$ cat src/rtl/mem_commutator_xbar.sv
// mem_commutator_xbar: NM-master x NS-slave memory commutator.
// Every slave owns a round-robin arbiter with a registered grant, so
// transfers to different slaves run in parallel. Requests whose slave
// select is >= NS get a one-cycle error response from a per-master register.
// Optional feature macro: MEM_COMM_TIMEOUT_EN adds a per-slave watchdog that
// ends a stalled transfer with an error response carrying 32'hDEAD_BEEF.
module mem_commutator_xbar #(
    parameter int NM      = 3,
    parameter int NS      = 4,
    parameter int AW      = 16,
    parameter int DW      = 32,
    parameter int SW      = 2,
    parameter int TIMEOUT = 255
) (
    input  logic             sys_clk,
    input  logic             sys_rst,
    input  logic [NM-1:0]    m_stb_i,
    input  logic [NM-1:0]    m_we_i,
    input  logic [NM*AW-1:0] m_addr_i,
    input  logic [NM*DW-1:0] m_data_i,
    output logic [NM-1:0]    m_ack_o,
    output logic [NM-1:0]    m_err_o,
    output logic [NM*DW-1:0] m_data_o,
    output logic [NS-1:0]    s_stb_o,
    output logic [NS-1:0]    s_we_o,
    output logic [NS*AW-1:0] s_addr_o,
    output logic [NS*DW-1:0] s_data_o,
    input  logic [NS-1:0]    s_ack_i,
    input  logic [NS*DW-1:0] s_data_i
);
    localparam int GW = (NM > 1) ? $clog2(NM) : 1;

    typedef enum logic {IDLE = 1'b0, BUSY = 1'b1} state_t;

    logic [SW-1:0] sel [NM];
    logic [NM-1:0] dec_err;
    logic [NM-1:0] err_q;

    logic [NS-1:0] rsp_vld;
    logic [NS-1:0] rsp_err;
    logic [GW-1:0] rsp_gnt  [NS];
    logic [DW-1:0] rsp_data [NS];

    // Slave-select decode of every master address
    always_comb begin
        for (int i = 0; i < NM; i++) begin
            sel[i]     = m_addr_i[i*AW+AW-1 -: SW];
            dec_err[i] = (int'(sel[i]) >= NS);
        end
    end

    // Decode-error responder: exactly one ack cycle per unmapped request
    always_ff @(posedge sys_clk or negedge sys_rst) begin
        if (!sys_rst) err_q <= '0;
        else          err_q <= m_stb_i & dec_err & ~err_q;
    end

    for (genvar gs = 0; gs < NS; gs++) begin : g_slv
        state_t        state_q, state_d;
        logic [GW-1:0] grant_q, grant_d;
        logic [GW-1:0] rr_q, rr_d;
        logic [GW-1:0] pick;
        logic [NM-1:0] req;
        logic          any_req, g_stb, tmo, ack_ok;
        logic          o_stb, o_we;
        logic [AW-1:0] o_addr;
        logic [DW-1:0] o_data;

        // Masters currently addressing this slave
        always_comb begin
            for (int i = 0; i < NM; i++)
                req[i] = m_stb_i[i] && !dec_err[i] && (sel[i] == SW'(gs));
        end

        assign any_req = |req;
        assign g_stb   = m_stb_i[grant_q];

        // Round-robin pick: first requester at or after rr_q, cyclically
        always_comb begin : p_pick
            int idx;
            idx  = 0;
            pick = rr_q;
            for (int k = NM - 1; k >= 0; k--) begin
                idx = (int'(rr_q) + k) % NM;
                if (req[idx]) pick = GW'(idx);
            end
        end

`ifdef MEM_COMM_TIMEOUT_EN
        logic [15:0] cnt_q;

        assign tmo = (state_q == BUSY) && g_stb && (cnt_q == 16'(TIMEOUT));

        // Watchdog: BUSY cycles elapsed since the grant, zero while IDLE
        always_ff @(posedge sys_clk or negedge sys_rst) begin
            if (!sys_rst)              cnt_q <= '0;
            else if (state_q == IDLE)  cnt_q <= '0;
            else                       cnt_q <= cnt_q + 16'd1;
        end
`else
        assign tmo = 1'b0;
`endif

        // A timed-out transfer ignores a late slave ack
        assign ack_ok = (state_q == BUSY) && g_stb && s_ack_i[gs] && !tmo;

        // State register with grant and round-robin pointer
        always_ff @(posedge sys_clk or negedge sys_rst) begin
            if (!sys_rst) begin
                state_q <= IDLE;
                grant_q <= '0;
                rr_q    <= '0;
            end else begin
                state_q <= state_d;
                grant_q <= grant_d;
                rr_q    <= rr_d;
            end
        end

        // Next state: grant from IDLE; completion, timeout or abandonment from BUSY
        always_comb begin
            state_d = state_q;
            grant_d = grant_q;
            rr_d    = rr_q;
            case (state_q)
                IDLE: begin
                    if (any_req) begin
                        state_d = BUSY;
                        grant_d = pick;
                    end
                end
                BUSY: begin
                    if (!g_stb) begin
                        // master gave up: no ack, pointer untouched
                        state_d = IDLE;
                    end else if (ack_ok || tmo) begin
                        state_d = IDLE;
                        rr_d    = (grant_q == GW'(NM - 1)) ? '0 : grant_q + GW'(1);
                    end
                end
                default: state_d = IDLE;
            endcase
        end

        // Slave-side outputs: granted master muxed through only while BUSY
        always_comb begin
            o_stb  = 1'b0;
            o_we   = 1'b0;
            o_addr = '0;
            o_data = '0;
            if (state_q == BUSY) begin
                o_stb  = g_stb && !tmo;
                o_we   = m_we_i[grant_q];
                o_addr = m_addr_i[int'(grant_q)*AW +: AW];
                o_data = m_data_i[int'(grant_q)*DW +: DW];
            end
        end

        assign s_stb_o[gs]            = o_stb;
        assign s_we_o[gs]             = o_we;
        assign s_addr_o[gs*AW +: AW]  = o_addr;
        assign s_data_o[gs*DW +: DW]  = o_data;

        assign rsp_vld[gs]  = ack_ok || tmo;
        assign rsp_err[gs]  = tmo;
        assign rsp_gnt[gs]  = grant_q;
        assign rsp_data[gs] = tmo ? DW'(32'hDEAD_BEEF) : s_data_i[gs*DW +: DW];
    end

    // Route slave and decode-error responses back to their masters
    always_comb begin
        m_ack_o  = err_q;
        m_err_o  = err_q;
        m_data_o = '0;
        for (int s = 0; s < NS; s++) begin
            if (rsp_vld[s]) begin
                m_ack_o[rsp_gnt[s]]                 = 1'b1;
                m_err_o[rsp_gnt[s]]                 = rsp_err[s];
                m_data_o[int'(rsp_gnt[s])*DW +: DW] = rsp_data[s];
            end
        end
    end

endmodule

$ cat config.mk
export PLATFORM = sky130hd
export DESIGN_NAME = mem_commutator_xbar
export DESIGN_NICKNAME = d
export VERILOG_FILES = /design/src/rtl/mem_commutator_xbar.sv
export SDC_FILE = /design/constraint.sdc
export NUM_CORES = 1
export LEC_CHECK = 0
export CAP_MARGIN = 40
export CORE_AREA = 2 2 226 228
export DETAILED_ROUTE_END_ITERATION = 6
export DIE_AREA = 0 0 228 230
export DONT_BUFFER_PORTS = 1
export PLACE_DENSITY_LB_ADDON = 0.15
export SYNTH_ARGS = -nofsm -noshare
export SYNTH_HDL_FRONTEND = slang
export SYNTH_SLANG_ARGS = --single-unit
$ cat constraint.sdc
create_clock -name sys_clk -period 7.9 [get_ports sys_clk]
set_input_delay 1.185 -clock sys_clk [delete_from_list [all_inputs] [get_ports sys_clk]]
set_output_delay 1.185 -clock sys_clk [all_outputs]
set_load 0.1 [all_outputs]
==> impl_metrics.ini <==
[power_and_ir_drop]
pwr_density_cell_nw_per_um2 = 380.7
leakage_nw = 7.356
ir_drop_mv = 0.3014

[clock_network]
clock-root-buffer = clkbuf_16
clk_path_buf_depth = 2
post-cts-setup-buffers = 0
cts.sinks = 20
cts_buffers = 3
cts_tree = done
ctsResizeCount = 0
clkLatencyLatePin_ns = 0.26
cts-hold-fix-buffers = 0
htree_levels = 1
clk_pin_slew_ns = 0.07

[global_route]
grt_max_degree = 59
grt_pass1_vias = 14650
grt_usage_pct = 22.71
gr-total-overflow = 0
grt_first_pass_wirelength_um = 95360
antenna_found_initial = 0

[yosys]
synth_area_per_cell_um2 = 6.540
ys_seq_area_share_pct = 4.563
netlist_area_um2 = 10970
yosysWarnings = 0
synth-edff-count = 0
async_reset_ff_share_pct = 100.0
ys_ff_latch = 20
synth_top_flop_cell = dfrtp_1
ys_types = 73
synth_cells = 1677

[layout]
final_net_count = 2162
antenna_cells = 0
fill_cells = 4864
final_common_cell = a21oi_1
area_growth_pct = 71.07
post_route_cells_drive_above_1_share_pct = 31.77
final_util_pct = 37.63
final_cell_mix = 228 x a21oi_1, 204 x mux2i_1, 194 x nand2_1

[timing]
fin_crit_ns = 5.257
tightest_slew_ns = 0.9098
hold_violations = 0
slew_viol_final = 0
finalCritPeriodShare_pct = 66.54
tns_ns = 0
slew_headroom_pct = 39.35
rsz0062_at_grt = false
setup_viol = 0
maxClockFrequency_ghz = 0.1902
fin_skew_ns = 0.004861

[die]
core.rowCount = 82
start_util_pct = 22.00
dieWidth_um = 228
die_y_um = 230
die_area_um2 = 52440
io_pins = 586
core-area_um2 = 49860

[drt]
final_antenna_net_count = 0
drt-wirelength-per-cell_um = 25.38
routed_via_density = 5.769
vias = 14480
drc = 0
dr.pass1.iters = 5
wirelength_um = 63710
drt_iter0_markers = 1144

[setup_path]
worst-path-buf-inv = 3
max_stage_delay_ns = 0.93
worstSetupEndpointType = output port
crit_path_start_kind = flop
crit_family = simple AND/OR/NAND/NOR gates
worst_ep_required_time_ns = 6.71
critPathKind = flop to output port
crit_start = g_slv[2].grant_q[1]$_DFFE_PN0P_
regToRegSetupSlack_ns = 5.27
crit_slowest_cell = and4_2
path_cells = buf_4, nor2b_4, o2bb2ai_1, and4_2, buf_4, a211o_1, a22o_1, buf_16
r2r_start = g_slv[2].grant_q[1]$_DFFE_PN0P_
cp_max_fo = 38
crit_arrival_ns = 4.07
crit_top_cell = buf_4

[placed_design]
gp_congestion = 0.9245
hpwl_um = 46150
place.port_buffers = 0

[hold_path]
hp-class = input port to async pin

[flow_run]
maxCapViolCount = 0

[run_status]
status = completed
cell usage after synthesis, types with 5 or more instances:
library cell,instances,share of area (%)
buf_4,13,0.89
nor3b_1,7,0.48
nor3_1,5,0.23
and3_1,14,0.80
buf_1,23,0.79
and2_1,73,4.2
mux2i_1,204,19
o21ai_0,65,3.0
nor2b_1,57,3.3
mux2_2,9,0.92
nand2_1,194,6.6
a211o_1,10,0.80
ha_1,39,4.4
clkbuf_1,113,3.9
nand3b_1,10,0.68
a221o_1,66,6.0
a32o_1,31,2.8
buf_2,32,1.5
dfrtp_1,20,4.6
o22ai_1,6,0.34
nor2_1,264,9.0
o31ai_2,21,2.4
a21oi_1,228,10
a221oi_2,21,2.9
a22o_1,45,3.6
inv_1,25,0.86
nand3_1,9,0.41
area by class of cell:
type / count / area [um2] / share of cell area [%]
Inverter: 27 / 103.9 / 0.5535
Timing Repair Buffer: 338 / 6924 / 36.90
Tap cell: 672 / 840.8 / 4.481
Clock buffer: 4 / 88.84 / 0.4735
Sequential cell: 20 / 524.3 / 2.794
Multi-Input combinational cell: 1449 / 10280 / 54.79
logic make-up (layout without fill, tap and decap cells):
group / count (synthesis) / in the layout / share of synthesized area (%)
AND/OR/NAND/NOR: 661 / 661 / 27.96
AO/OA/AOI/OAI: 533 / 533 / 35.32
multiplexers: 213 / 213 / 19.54
buffers and inverters: 210 / 369 / 8.134
adder cells (fa/ha/maj): 39 / 39 / 4.449
flip-flops: 20 / 20 / 4.563
other: 1 / 3 / 0.03419
power by group:
part	leakage (nW)	total, mW	internal [mW]	switching (mW)
combinational	7.07	6.69	2.29	4.40
sequential	0.241	0.328	0.152	0.175
clock	0.0442	0.126	0.0776	0.0481
final timing paths:
| kind | endpoint | depth (start not counted) |
|---|---|---|
| min in group sys_clk | g_slv[2].rr_q[0]$_DFFE_PN0P_ | 1 |
| hold reg to reg | g_slv[2].rr_q[0]$_DFFE_PN0P_ | 1 |
| max in group asynchronous | g_slv[2].grant_q[0]$_DFFE_PN0P_ | 0 |
| setup reg to reg | g_slv[2].rr_q[0]$_DFFE_PN0P_ | 5 |
| hold / removal | g_slv[3].state_q$_DFF_PN0_ | 0 |
| setup / recovery | m_data_o[35] | 8 |
worst register-to-register path: cells and delay by family (launching register included):
kind | cells | cell delay (ns)
buf+inv | 1 | 0.54
simple gates | 2 | 0.62
compound gates | 1 | 0.25
mux | 1 | 0.36
flops | 1 | 0.75
per-stage QoR:
stage | total power, mW | cell area, um2 | std cells | setup WS (ns) | hold WS [ns]
4_1_cts | 7.143 | 18760 | 2510 | 2.664 | 0.6059
6_report | 7.144 | 18760 | 2510 | 2.643 | 0.6107
5_1_grt | 7.420 | 18760 | 2510 | 2.483 | 0.6038
2_1_floorplan | 4.490 | 10980 | 1679 | 2.777 | 0.5491
3_3_place_gp | 5.435 | 12010 | 2203 | 2.522 | 0.5995
3_5_place_dp | 6.991 | 18670 | 2506 | 2.954 | 0.6093
sequential cells by signal, summed over array words and instances, names as in the netlist:
register and flops:
g_slv.grant_q 8, g_slv.state_q 4, g_slv.rr_q 8
metal layers:
metal  global-route usage (%)  routed length, um  vias to the layer above  share of wire [%]
li1                         -                  -                     6372                  -
met1                    26.90              24370                     7008                 38
met2                    39.90              31460                      933                 49
met3                    5.196               5482                      166                8.6
met4                    8.313               2394                        0                3.8
met5                        0                  0                        -                  0
Power figures use the tool's default switching activity.
